**src/rtl/forwarding_unit.sv**
```systemverilog
// Forwarding detector for one producing stage: flags which source operands match
// the in-flight destination register, registers the selects and counts forwarding events.
module forwarding_unit #(
    parameter int CNT_WIDTH = 16
) (
    input  logic                 CLK,
    input  logic                 RESET,
    input  logic [4:0]           ADDR1,
    input  logic [4:0]           ADDR2,
    input  logic [4:0]           STAGE_RD,
    output logic [1:0]           FORWARD_EN,
    output logic [1:0]           FORWARD_EN_Q,
    output logic [CNT_WIDTH-1:0] FWD1_COUNT,
    output logic [CNT_WIDTH-1:0] FWD2_COUNT,
    output logic [CNT_WIDTH-1:0] BOTH_COUNT
);

    logic                 w_rd_nonzero;
    logic [1:0]           w_fwd;
    logic                 w_both;
    logic [1:0]           r_fwd_q;
    logic [CNT_WIDTH-1:0] r_fwd1_cnt;
    logic [CNT_WIDTH-1:0] r_fwd2_cnt;
    logic [CNT_WIDTH-1:0] r_both_cnt;

    // x0 is hardwired zero, so a write to it is never a real producer.
    // Plain == / != let unknown addresses propagate X instead of hiding them.
    assign w_rd_nonzero = (STAGE_RD != 5'd0);
    assign w_fwd[0]     = (ADDR1 == STAGE_RD) & w_rd_nonzero;
    assign w_fwd[1]     = (ADDR2 == STAGE_RD) & w_rd_nonzero;
    assign w_both       = w_fwd[0] & w_fwd[1];

    always_ff @(posedge CLK or posedge RESET) begin
        if (RESET) begin
            r_fwd_q    <= 2'b00;
            r_fwd1_cnt <= '0;
            r_fwd2_cnt <= '0;
            r_both_cnt <= '0;
        end else begin
            r_fwd_q <= w_fwd;
            // Counters stick at all-ones rather than wrapping.
            if (w_fwd[0] && !(&r_fwd1_cnt)) r_fwd1_cnt <= r_fwd1_cnt + 1'b1;
            if (w_fwd[1] && !(&r_fwd2_cnt)) r_fwd2_cnt <= r_fwd2_cnt + 1'b1;
            if (w_both   && !(&r_both_cnt)) r_both_cnt <= r_both_cnt + 1'b1;
        end
    end

    assign FORWARD_EN   = w_fwd;
    assign FORWARD_EN_Q = r_fwd_q;
    assign FWD1_COUNT   = r_fwd1_cnt;
    assign FWD2_COUNT   = r_fwd2_cnt;
    assign BOTH_COUNT   = r_both_cnt;

endmodule

```
**config.mk**
```make
export PLATFORM = sky130hd
export DESIGN_NAME = forwarding_unit
export DESIGN_NICKNAME = d
export VERILOG_FILES = /design/src/rtl/forwarding_unit.sv
export SDC_FILE = /design/constraint.sdc
export NUM_CORES = 1
export LEC_CHECK = 0
export CORE_MARGIN = 2
export CORE_UTILIZATION = 52
export DETAILED_ROUTE_END_ITERATION = 10
export PLACE_DENSITY_LB_ADDON = 0.15
export SETUP_SLACK_MARGIN = 0.2
export SLEW_MARGIN = 20
export SYNTH_ARGS = -nofsm -noshare
export SYNTH_HDL_FRONTEND = slang
export SYNTH_SLANG_ARGS = --single-unit
```
**constraint.sdc**
```tcl
create_clock -name CLK -period 2.5 [get_ports CLK]
set_input_delay 0.25 -clock CLK [delete_from_list [all_inputs] [get_ports CLK]]
set_output_delay 0.25 -clock CLK [all_outputs]
set_load 0.01 [all_outputs]
```
==> results of run 1 <==
-- registers in the layout (all words and copies together) (netlist names) --
| signal | cells |
|---|---|
| FWD2_COUNT | 16 |
| BOTH_COUNT | 16 |
| FWD1_COUNT | 16 |
| FORWARD_EN_Q | 2 |
-- cells by family (layout without fill, tap and decap cells) --
kind of cell    Yosys count  after routing  synth area share [%]
compound gates            2              2                 0.760
xor+xnor                 52             52                  17.3
fa+ha+maj                 3              3                  1.43
buf+inv                  11             88                  2.33
flops                    50             50                  47.5
mux                       6              6                  2.57
simple gates            120            120                  28.1
-- metrics by stage --
stage                     util [%]  setup WS, ps  hold slack, ps  power (mW)  cell area, sq um
after floorplan                  -           766             516        1.08              2630
after global placement        70.5           234             474        1.24              3400
after detailed placement      70.5           200             498        1.25              3400
after CTS                     72.9           201             346        1.78              3510
after global routing          73.1           220             370        1.84              3520
final                         73.1           324             331        1.76              3520
-- Yosys cell counts, types with 2 or more instances --
library cell | instances | area (sq um)
and2_1 | 3 | 18.8
nand4b_1 | 2 | 17.5
xnor2_1 | 17 | 149
nand3_1 | 17 | 85.1
and4_1 | 2 | 17.5
mux2_2 | 6 | 67.6
nor3_4 | 2 | 32.5
inv_1 | 6 | 22.5
and3_1 | 8 | 50.1
nand2_1 | 19 | 71.3
nor4_1 | 13 | 81.3
nor3_1 | 12 | 60.1
nor4_2 | 4 | 50.1
nor2_1 | 10 | 37.5
ha_1 | 3 | 37.5
buf_6 | 2 | 22.5
nor3b_1 | 3 | 22.5
nand4_1 | 16 | 100
nand2b_1 | 2 | 12.5
dfrtp_1 | 50 | 1250
xor2_1 | 35 | 307
-- where the power goes --
| group | leakage (nW) | internal (mW) | total, mW | switching [mW] |
|---|---|---|---|---|
| clock | 0.0544 | 0.254 | 0.523 | 0.269 |
| combinational | 0.825 | 0.177 | 0.305 | 0.128 |
| sequential | 0.675 | 0.861 | 0.929 | 0.0677 |
-- cell type report --
| cell class | instances | area [sq um] |
|---|---|---|
| repair buffers | 74 | 726 |
| well taps | 67 | 83.8 |
| fillers | 393 | 1300 |
| clock inverters | 1 | 8.76 |
| flip-flops and latches | 50 | 1250 |
| clock buffers | 7 | 96.3 |
| inverters | 6 | 22.5 |
| multi-input cells | 183 | 1330 |
-- worst paths after layout --
kind	slack [ps]	to	startpoint	depth (start not counted)
setup / recovery	320	FORWARD_EN[1]	STAGE_RD[3]	5
setup reg to reg	560	BOTH_COUNT[4]	BOTH_COUNT[7]	5
hold / removal	330	FWD1_COUNT[0]	RESET	2
hold reg to reg	510	BOTH_COUNT[6]	BOTH_COUNT[6]	1
min in group CLK	510	BOTH_COUNT[6]	BOTH_COUNT[6]	1
max in group asynchronous	1560	BOTH_COUNT[11]	RESET	3
-- worst reg2reg max path, delay by kind of cell (launching register included) --
kind,cells,cell delay [ps]
xor+xnor,1,160
compound gates,1,530
flops,1,490
simple gates,3,660
-- timing repair --
| item | in CTS | in global routing |
|---|---|---|
| buffers inserted | 1 | 0 |
| pin swaps | 1 | 0 |
| endpoints found under the setup margin | 1 | 1 |
| gates resized for setup | 0 | 2 |
-- per-layer routing --
metal | vias to the layer above | part of all wire [%] | global-route usage, %
met5 | - | 0 | 0
met4 | 0 | 1.2 | 6.43
met3 | 5 | 5.5 | 4.42
met2 | 59 | 46 | 32.9
met1 | 1006 | 47 | 26.8
li1 | 1031 | - | -
==> key figures, run 1 <==
Route
  • Number of routed nets with antenna violations: 0
  • DRT Pass-1 Iters: 4
  • DR vias: 2101
  • Drt first-iter violations: 74
  • Vias per cell: 5.41
  • # DRC: 0
  • Avg WL per Cell: 13.5 um
  • Final Routed Wirelength: 5260 um

Final layout
  • Layout area overhead: 33.6%
  • Ant. Diodes: 0
  • Commonest non-fill, non-tap cell in the layout: clkdlybuf4s50_1
  • NumNets Final: 340
  • Post-Layout Cell Count: 388
  • Most frequent cells in the layout: clkdlybuf4s50_1 (68), dfrtp_1 (50), xor2_1 (35)
  • Layout cells sized above 1: 10.6%

Yosys
  • Ys Warns: 0
  • Post-synthesis sequential area ratio: 47.5%
  • Synth Net Count: 264
  • Seq cells post-synth: 50
  • Syn_area_per_cell: 10.8 sq um
  • Post-synth EDFFs: 0
  • Synthesized instance count: 244
  • Synth Flop Type: dfrtp_1
  • Synth async-reset ratio: 100%
  • Yosys cell types: 33
  • Synthesized cell area: 2630 sq um

Worst setup path
  • Worst Path Arrival: 1930 ps
  • Crit path max-delay family: buffers and inverters
  • Buffers & Inverters on Critical Path: 2
  • CP max-delay cell: clkdlybuf4s50_1
  • Crit path top cell by count: clkdlybuf4s50_1
  • Delay of the slowest critical-path stage: 540 ps
  • CP Launch Type: input port
  • Crit Path Class: in -> out
  • Critical path endpoint category: output pin
  • Max FO, Critical Path: 3
  • Worst Path Required: 2250 ps
  • Crit-path cells: clkdlybuf4s50_1 -> xor2_1 -> nor3_2 -> and3_4 -> clkdlybuf4s50_1

STA
  • Final Setup Violations: 0
  • Final Critical Period: 2180 ps
  • RSZ-0062 raised after global routing: false
  • Setup TNS Final: 0 ps
  • Skew final: 6.33 ps
  • Fmax: 460 MHz
  • Final slew viol count: 0
  • Slew margin rel.: 59.2%
  • Final Hold Viols: 0
  • Crit share post-route: 87.0%
  • Pin slew with the least headroom to its limit: 611 ps

Pwr
  • Leak pwr: 1.55 nW
  • PwrDens: 499 nW/um^2
  • IR drop worst, VDD: 0.000361 V

Global route
  • Initial antenna violation count: 0
  • First-pass GRT wire length: 8710 um
  • Largest net degree at the start of global routing: 30
  • Number of global-route vias before repair: 1912
  • GRT overflow: 0
  • GRT Total Usage: 20.1%

Floorplan
  • Die height: 75.2 um
  • Chip width: 75.2 um
  • Die ar.: 5650 sq um
  • # rows: 25
  • Core area: 4820 sq um
  • IO Pins: 69
  • Initial Utilization: 54.7%

Clock network
  • Clk sinks: 50
  • CTS tree: yes
  • Worst-path clk slew: 100 ps
  • Worst-skew pair later-pin latency: 310 ps
  • CTS max path bufs: 2
  • Hold Buf Count CTS: 0
  • # H-tree levels: 2
  • Clk root buf: clkbuf_8
  • Total CTS buffers: 5

Place
  • DPL Wire Length: 3940 um
  • Gpl congestion: 0.793
  • Dpl cells: 379
  • PortBufs: 68

Job
  • Max_cap viols: 0

Status
  • Outcome: completed

Min path
  • Hold crit path type: in -> async
(Power assumes the default switching activity.)
==> run 2, diff against run 1 <==
Settings changed: MAX_ROUTING_LAYER set to met4.
==> key figures, run 2 (synthesis gave the netlist of run 1 again) <==
Global route
  • Initial antenna violation count: 0
  • GRT overflow: 0
  • GRT Total Usage: 20.7%
  • Number of global-route vias before repair: 1921
  • First-pass GRT wire length: 8710 um
  • Largest net degree at the start of global routing: 30

Floorplan
  • Core area: 4820 sq um
  • Initial Utilization: 54.7%
  • Die ar.: 5650 sq um
  • Chip width: 75.2 um
  • IO Pins: 69
  • # rows: 25
  • Die height: 75.2 um

Worst setup path
  • CP Launch Point: STAGE_RD[3]
  • Critical path endpoint category: output pin
  • R2R setup slack: 560 ps
  • RR Startpoint: BOTH_COUNT[7]
  • CP Launch Type: input port
  • Worst r2r path cells: 5
  • Worst Path Arrival: 1920 ps
  • Worst Path Required: 2250 ps
  • FF-to-FF End: BOTH_COUNT[4]
  • Crit Path Class: in -> out
  • Max FO, Critical Path: 3

Final layout
  • Layout cells sized above 1: 10.6%
  • Ant. Diodes: 0
  • Cell area after layout: 3520 sq um
  • Commonest non-fill, non-tap cell in the layout: clkdlybuf4s50_1
  • Layout area overhead: 33.6%
  • NumNets Final: 340
  • Most frequent cells in the layout: clkdlybuf4s50_1 (68), dfrtp_1 (50), xor2_1 (35)

Route
  • DR vias: 2104
  • # DRC: 0
  • Number of routed nets with antenna violations: 0
  • Avg WL per Cell: 13.5 um
  • Vias per cell: 5.42
  • Final Routed Wirelength: 5250 um
  • DRT Pass-1 Iters: 4
  • Drt first-iter violations: 80

Clock network
  • # H-tree levels: 2
  • Clk sinks: 50
  • CTS max path bufs: 2
  • CTS tree: yes
  • Total CTS buffers: 5
  • Worst-skew pair later-pin latency: 310 ps
  • Worst-path clk slew: 100 ps
  • Clk root buf: clkbuf_8
  • Hold Buf Count CTS: 0

Place
  • PortBufs: 68
  • DPL Wire Length: 3940 um
  • DP Area: 3400 sq um
  • Gpl congestion: 0.805

STA
  • Pin slew with the least headroom to its limit: 609 ps
  • Setup TNS Final: 0 ps
  • Final slew viol count: 0
  • Fmax: 460 MHz
  • Crit share post-route: 87.0%
  • Final Hold Viols: 0
  • Final Critical Period: 2170 ps
  • Final Setup Violations: 0
  • Skew final: 6.59 ps
  • RSZ-0062 raised after global routing: false
  • Slew margin rel.: 59.3%

Pwr
  • Sw Pwr: 0.465 mW
  • PwrDens: 499 nW/um^2
  • Sw frac: 26.5%
  • Seq pwr share: 52.8%
  • IR drop worst, VDD: 0.000361 V
  • Design Power: 1.76 mW
  • Power share of the combinational group: 17.4%
  • Leak pwr: 1.55 nW
  • Pint: 1.29 mW
  • Clk pwr share: 29.8%

Status
  • Outcome: completed

Job
  • Max_cap viols: 0

Min path
  • Hold crit path type: in -> async
==> run 2: cell counts in the layout (fill, tap and decap cells not counted) <==
No cell type changed its count.
==> run 2: metrics by stage <==
step	worst slack [ps]	utilization [%]	std cells	hold WS, ps
after floorplan	766	-	244	516
after CTS	201	72.9	388	346
after global placement	234	70.5	379	474
after detailed placement	200	70.5	379	498
after global routing	220	73.1	388	370
final	325	73.1	388	331
==> run 2: routing by layer <==
metal / up-vias / share of wire [%] / wire (um) / global-route usage (%)
li1: 1029 / - / - / -
met1: 1009 / 47 / 2480 / 26.7
met2: 61 / 46 / 2420 / 33.0
met3: 5 / 5.5 / 291 / 4.42
met4: 0 / 1.2 / 61 / 6.43
met5: - / 0 / 0 / -
==> run 2: worst max-delay path, cell delays in order <==
cell	delay [ps]
clkdlybuf4s50_1	470
xor2_1	200
nor3_2	230
and3_4	240
clkdlybuf4s50_1	540
==> run 2: worst max-delay path by stage <==
stage,end,slack [ps],depth (start not counted)
finish,FORWARD_EN[1],330,5
global route,FORWARD_EN[0],220,6
CTS,FORWARD_EN[1],200,5
detailed placement,FORWARD_EN[0],200,6
global placement,FORWARD_EN[1],230,5
floorplan,FWD1_COUNT[1],770,5
==> run 2: cell type report <==
class                   instances  area, sq um
inverters                       6         22.5
fillers                       393         1300
clock buffers                   7         96.3
repair buffers                 74          726
clock inverters                 1         8.76
flip-flops and latches         50         1250
multi-input cells             183         1330
well taps                      67         83.8
==> run 2: power groups by stage <==
stage	Combinational (mW)	Sequential, mW	Clock, mW
2_1_floorplan	0.119	0.958	0
3_3_place_gp	0.302	0.942	0
3_5_place_dp	0.309	0.943	0
4_1_cts	0.310	0.929	0.536
5_1_grt	0.335	0.938	0.564
6_report	0.306	0.929	0.523
==> run 2: what timing repair did <==
action / 4_1_cts / 5_1_grt
resized for setup: 0 / 2
setup buffers: 1 / 0
pin swaps: 1 / 0
endpoints found under the setup margin: 1 / 1
